`config.mk`:
```
export PLATFORM = sky130hd
export DESIGN_NAME = custom_fifo_uart_tx
export DESIGN_NICKNAME = d
export VERILOG_FILES = /design/src/rtl/uart_pkg.sv /design/src/rtl/custom_fifo_uart_tx.sv
export SDC_FILE = /design/constraint.sdc
export NUM_CORES = 1
export LEC_CHECK = 0
export ABC_AREA = 1
export CORE_ASPECT_RATIO = 1.2
export CORE_MARGIN = 1.5
export CORE_UTILIZATION = 30
export CTS_CLUSTER_SIZE = 14
export DETAILED_ROUTE_END_ITERATION = 8
export GPL_ROUTABILITY_DRIVEN = 0
export PLACE_DENSITY = 0.57
export SLEW_MARGIN = 40
export SYNTH_ARGS = -nofsm -noshare
export SYNTH_HDL_FRONTEND = slang
export SYNTH_SLANG_ARGS = --single-unit
```
`constraint.sdc`:
```
create_clock -name clk -period 1.4 [get_ports clk]
set_input_delay 0.28 -clock clk [delete_from_list [all_inputs] [get_ports clk]]
set_output_delay 0.28 -clock clk [all_outputs]
set_load 0.05 [all_outputs]
```
`src/rtl/uart_pkg.sv`:
```
// uart_pkg: shared FSM state constants and index-width helper for the UART serializer
package uart_pkg;
  localparam logic [0:0] IDLE = 1'b0;
  localparam logic [0:0] SEND = 1'b1;

  function automatic int idx_w(input int n);
    return (n > 2) ? $clog2(n) : 1;
  endfunction
endpackage

```
`src/rtl/custom_fifo_uart_tx.sv`:
```
// custom_fifo_uart_tx: latches one DEPTH-element word and issues it element 0 first as bytes to the UART
module custom_fifo_uart_tx
  import uart_pkg::*;
#(
  parameter int WIDTH = 8,
  parameter int DEPTH = 4
) (
  input  logic                        clk,
  input  logic                        arstn,
  input  logic                        valid_i,
  input  logic [DEPTH-1:0][WIDTH-1:0] write_data,
  output logic                        ready_o,
  output logic                        tx_valid,
  output logic [WIDTH-1:0]            tx_data,
  input  logic                        tx_ready,
  output logic                        done_o
);
  localparam int IW = idx_w(DEPTH);
  localparam logic [IW-1:0] LAST = IW'(DEPTH - 1);

  logic [0:0]                  state;
  logic [IW-1:0]               idx;
  logic [DEPTH-1:0][WIDTH-1:0] buffer;
  logic                        done;

  assign ready_o  = state == IDLE;
  assign tx_valid = state == SEND;
  assign tx_data  = buffer[idx];
  assign done_o   = done;

  // word capture, byte stepping and the one-cycle done pulse after the final byte
  always_ff @(posedge clk or negedge arstn) begin
    if (!arstn) begin
      state  <= IDLE;
      idx    <= '0;
      buffer <= '0;
      done   <= 1'b0;
    end else begin
      done <= tx_valid && tx_ready && idx == LAST;
      if (ready_o && valid_i) begin
        buffer <= write_data;
        idx    <= '0;
        state  <= SEND;
      end else if (tx_valid && tx_ready) begin
        if (idx == LAST) begin
          state <= IDLE;
          idx   <= '0;
        end else begin
          idx <= idx + IW'(1);
        end
      end
    end
  end
endmodule

```
==> results by group <==
Timing
  – Tmin final: 1.64 ns
  – Max Slew Vio Count: 0
  – Worst slew pin tran: 0.350 ns
  – RSZ-0062 raised after global routing: true
  – Fmax: 610 MHz
  – PnR worst setup slack: -0.241 ns
  – Max-slew headroom: 76.7%
  – Worst Skew: 0.00643 ns
  – Final worst-path cycle share: 117%
  – Final hold vios: 0
  – Final setup vio count: 8

Logic synthesis
  – Share of the synthesized area in the top cell type: 44.6%
  – Syn Inst Count: 252
  – Seq/Total Area, Yosys: 44.6%
  – Synth warnings: 0
  – Syn Area/Cell: 8.02 um^2
  – Mapped cell area: 2020 um^2
  – Synth Register Bits: 36
  – Syn nets: 289
  – Synth cell types: 17
  – Largest area contributor in the netlist: dfrtp_1
  – Synth area leaders: dfrtp_1 (45%), nand2_1 (13%), nand3_1 (12%), nand2_2 (12%), inv_1 (6.7%)

Power
  – Pwr Density: 2490 nW/um^2
  – Worst ir drop on vdd: 0.00165 V
  – Pleak: 1.46 nW

Detailed routing
  – Routed WL per cell: 12.5 um
  – Total routed wirelength: 4890 um
  – Vias: 1,684
  – Vias/cell: 4.31
  – Antenna Nets Post-Route: 0
  – First DRT Iteration DRCs: 99
  – DR DRC count: 0
  – First drt pass iteration count: 4

Floorplanning
  – Die area: 7240 um^2
  – Ports: 47
  – Die Span Y: 92.9 um
  – Core region area: 6490 um^2
  – DIE WIDTH: 77.9 um
  – Cell Rows: 32
  – Initial core utilization: 31.2%

Outcome
  – Status: finished with violations
  – Failing checks: negative setup slack

Clocking
  – Root buffer cell: clkbuf_8
  – CTS Buf Count: 5
  – Clock slew at reported path FFs: 0.08 ns
  – Clock latency on the worst-skew pair: 0.29 ns
  – H-tree lvl count: 2
  – CTS sink cnt: 36
  – Clock Tree Buf Depth: 2
  – CTS tree: built

Job
  – Max-cap viol count: 0

Final layout
  – Area delta synth->final: 44.9%
  – Antenna cells: 0
  – Fin nets: 342
  – Non-Filler Instances: 391
  – Ratio of cells with drive above 1 in the final layout: 36.6%

Critical path
  – Critical path arrival: 1.36 ns
  – Worst EP required: 1.12 ns
  – Crit start category: register
  – Crit-path max FO: 5
  – Worst Setup End Kind: primary output
  – CP Class: reg -> out

Place
  – Buffers added on ports: 46
  – Placed cells: 378
  – Pre-CTS WS: -0.0405 ns
  – DP Wirelength: 3180 um

Global route
  – Vias in the first global route: 1,736
  – First-pass GRT wire length: 8380 um
  – Total gr overflow: 0
  – Initial antenna violation count: 0
  – Pin count of the biggest net entering global routing: 35
  – Total GRT Usage: 15.0%

Worst hold path
  – Hold Path Class: in -> async
kinds of logic (layout without fill, tap and decap cells):
group           Yosys count  in the layout  share of synthesized area (%)
buf+inv                  52            106                           15.0
compound gates            1              1                          0.247
simple gates            162            162                           39.5
fa+ha+maj                 1              1                          0.619
flops                    36             36                           44.6
cells in the mapped netlist:
cell and number:
buf_12 4, buf_2 5, buf_4 2, buf_6 3
dfrtp_1 36, ha_1 1, inv_1 36, inv_4 1
inv_6 1, nand2_1 69, nand2_2 39, nand2_8 1
nand3_1 49, nand3_2 2, nor2_1 1, o21ai_0 1
or2_1 1
metal layers:
| metal | share of wire [%] | GRT usage [%] | wire, um |
|---|---|---|---|
| met2 | 46 | 23.6 | 2260 |
| met3 | 5.5 | 3.94 | 268 |
| met1 | 46 | 19.4 | 2260 |
| met5 | 0 | 0 | 0 |
| met4 | 2.0 | 5.95 | 97 |
where the power goes:
part           switching (W)  total [W]  internal, W
registers           0.000356    0.00186      0.00150
clock network       0.000391    0.00102     0.000629
logic                0.00250    0.00443      0.00193
sequential cells by signal (all words and copies together) (netlist names):
signal	count
buffer	32
done_o	1
idx	2
tx_valid	1
worst paths after layout:
| check | start | endpoint | slack [ns] | cells past startpoint |
|---|---|---|---|---|
| hold / removal | arstn | buffer[1] | 0.42 | 2 |
| setup reg to reg | idx[0] | idx[0] | 0.09 | 6 |
| max in group asynchronous | arstn | idx[0] | 0.43 | 3 |
| min in group clk | buffer[20] | buffer[20] | 0.47 | 2 |
| hold reg to reg | buffer[20] | buffer[20] | 0.47 | 2 |
| setup / recovery | idx[0] | tx_data[1] | -0.24 | 5 |
repair_timing:
item	4_1_cts	5_1_grt
endpoints found under the setup margin	9	8
hold buffers	1	0
gates cloned	1	0
hold endpoints to repair	12	0
pin swaps	12	6
buffers inserted	3	0
gates resized for setup	34	7
worst max-delay path, cell delays in order, from the launching register on:
cell     delay (ns)
dfrtp_2        0.49
buf_6          0.17
nand2_1        0.10
nand3_2        0.09
nand2_2        0.09
buf_12         0.13
placed cells by master (no fill, tap or decap), drive strengths merged:
master / n
bufinv: 1
dfrtp: 36
inv: 38
buf: 25
or2: 1
clkdlybuf4s50: 34
nand2: 109
nor2: 1
nand3: 51
ha: 1
o21ai: 1
dlygate4sd3: 1
clkbuf: 7
stage by stage:
stage          hold WS [ns]  total power (W)  util, %  setup TNS, ns  instance area, um^2
2_1_floorplan       -0.0156          0.00433        -              0                 2020
3_3_place_gp          0.195          0.00578     40.6        -0.0898                 2630
3_5_place_dp          0.200          0.00583     40.6         -0.346                 2630
4_1_cts               0.427          0.00727     44.7          -1.66                 2900
5_1_grt               0.446          0.00780     45.1          -2.10                 2930
6_report              0.416          0.00730     45.1          -1.67                 2930
layout make-up:
cell class	instances	area (um^2)
fillers	662	3560
multi-input cells	164	931
flip-flops and latches	36	902
repair buffers	60	709
inverters	38	153
well taps	85	106
clock buffers	7	96.3
clock inverters	1	30.0
(Power assumes the default switching activity.)
==> variant (same flow settings) <==
Change the parameter `WIDTH` from 8 to 10.
--- a/src/rtl/custom_fifo_uart_tx.sv
+++ b/src/rtl/custom_fifo_uart_tx.sv
@@ -3,5 +3,5 @@
   import uart_pkg::*;
 #(
-  parameter int WIDTH = 8,
+  parameter int WIDTH = 10,
   parameter int DEPTH = 4
 ) (
Ports: changed (resized tx_data and write_data); port bits go from 47 to 57. The function was not compared with the original's and may differ.
==> variant against the unedited design <==
The flow still finishes with violations (setup timing); clock skew decreased by 0.0016 ns; fmax increased by 0.99%; register-to-register slack improved by 0.08 ns; area after synthesis increased by 14%; non-clock buffer count increased by 10; via count increased by 23%; sequential cell count increased by 8; wire length increased by 20%; power increased by 9.2%; first-iteration DRC count decreased by 3.0%; count of clock-buffer cells in the layout increased by 1; final area increased by 12%; worst setup slack improved by 0.016 ns; critical path type unchanged; largest cell class is now sequential cells.
==> variant: results (changes against the unedited design) <==
.. list-table::
   :header-rows: 1

   * - Metric
     - Value
   * - Total power consumption of the routed design
     - 7.98 mW (+9.2%)
   * - Maximum net fanout on the critical path
     - 21 (+16)
   * - Total half-perimeter wirelength after legalization and detailed placement
     - 4180 um (+32%)
   * - Layout cells sized above 1
     - 17.3% (-19 points)
   * - Commonest cells in the synthesized netlist
     - sky130_fd_sc_hd__nand2_1, sky130_fd_sc_hd__nand3_1, sky130_fd_sc_hd__dfrtp_1
   * - Total via count in the routed design
     - 2063 (+23%)
   * - Detailed Route Iter0 Violations
     - 96 (-3.0%)
   * - Yosys cell types
     - 16 (-1)
   * - Final setup margin
     - -0.224 ns (+0.0161 ns)
   * - Delay of the slowest cell on the worst path
     - 0.41 ns (-0.08 ns)
   * - Instance area at placement
     - 3100 um2 (+18%)
   * - Setup Viol. Count Final
     - 10 (+2)
   * - Violations in the final reports
     - setup timing
   * - Wire length of the first global-routing pass
     - 9770 um (+17%)
   * - Sw power
     - 3.60 mW (+11%)
   * - Post-Synthesis Net Count
     - 355 (+23%)
   * - Worst slew pin tran
     - 0.240 ns (-0.109 ns)
   * - Total met2 wirelength after detailed routing
     - 2910 um (+29%)
   * - Met3 GRT Util
     - 3.18% (-0.76 points)
   * - Comb. pwr
     - 5.00 mW (+13%)
   * - Dominant cells by area after synthesis
     - sky130_fd_sc_hd__dfrtp_1, sky130_fd_sc_hd__nand2_1, sky130_fd_sc_hd__nand3_1, sky130_fd_sc_hd__inv_1, sky130_fd_sc_hd__nand2_2
   * - Mean cell area of the mapped netlist
     - 7.40 um2 (-7.7%)
   * - Clock Skews
     - 0.00479 ns (-0.00165 ns)
   * - Result of the run
     - complete, but fails checks
   * - Met2 demand-to-capacity share in global routing
     - 26.0% (+2.3 points)
   * - Final standard cell count with taps included and fillers excluded
     - 460 (+18%)
   * - Detail-routed net length per standard cell
     - 12.8 um (+2.0%)
   * - R2r setup slk
     - 0.17 ns (+0.08 ns)
   * - Worst VDD drop
     - 1.93 mV (+17%)
   * - Hold WC Path Type
     - flip-flop to flip-flop
   * - Final-stage net count
     - 414 (+21%)
   * - Leading registers by flop count
     - buffer x40, idx x2
   * - Setup TNS after final layout
     - -1.94 ns (-0.270 ns)
   * - Start of the worst register-to-register path
     - tx_valid
[variant: cell count changes after synthesis, sizes merged]
cell,unedited run,this run
dfrtp,36,44
nand3,51,63
inv,38,45
nand2,109,135
clkinv,0,1
buf,14,18
[variant: how the worst max path moves through the flow]
| stage | cells past startpoint | to | slack (ns) | start |
|---|---|---|---|---|
| 2_1_floorplan | 2 | ready_o | 0.03 | tx_valid |
| 3_3_place_gp | 4 | buffer[23] | -0.01 | valid_i |
| 3_5_place_dp | 4 | buffer[23] | -0.02 | valid_i |
| 4_1_cts | 6 | tx_data[4] | -0.22 | idx[0] |
| 5_1_grt | 5 | tx_data[0] | -0.27 | idx[0] |
| 6_report | 6 | tx_data[0] | -0.22 | idx[0] |
[variant: kinds of logic after synthesis]
kind of cell	synth area share (%)
AO/OA/AOI/OAI	0.218
buffers and inverters	13.6
adder cells (fa/ha/maj)	0.545
AND/OR/NAND/NOR	37.7
flip-flops	48.0
[variant: timing repair]
item | CTS | global route
hold buffers | 1 | 0
setup buffers | 2 | 0
resized for setup | 16 | 4
hold endpoints to repair | 44 | 0
pin swaps | 0 | 2
setup endpoints to repair | 11 | 10
[variant: through the flow]
| step | worst slack [ns] | utilization [%] |
|---|---|---|
| floorplan | 0.0332 | - |
| global placement | -0.0134 | 42.4 |
| detailed placement | -0.0220 | 42.4 |
| CTS | -0.222 | 44.6 |
| global route | -0.270 | 44.8 |
| finish | -0.224 | 44.8 |
[variant: layout make-up]
| type | count | area (um2) |
|---|---|---|
| fillers | 744 | 4040 |
| flip-flops and latches | 44 | 1100 |
| multi-input cells | 202 | 937 |
| repair buffers | 70 | 860 |
| inverters | 46 | 176 |
| well taps | 90 | 113 |
| clock buffers | 8 | 90.1 |
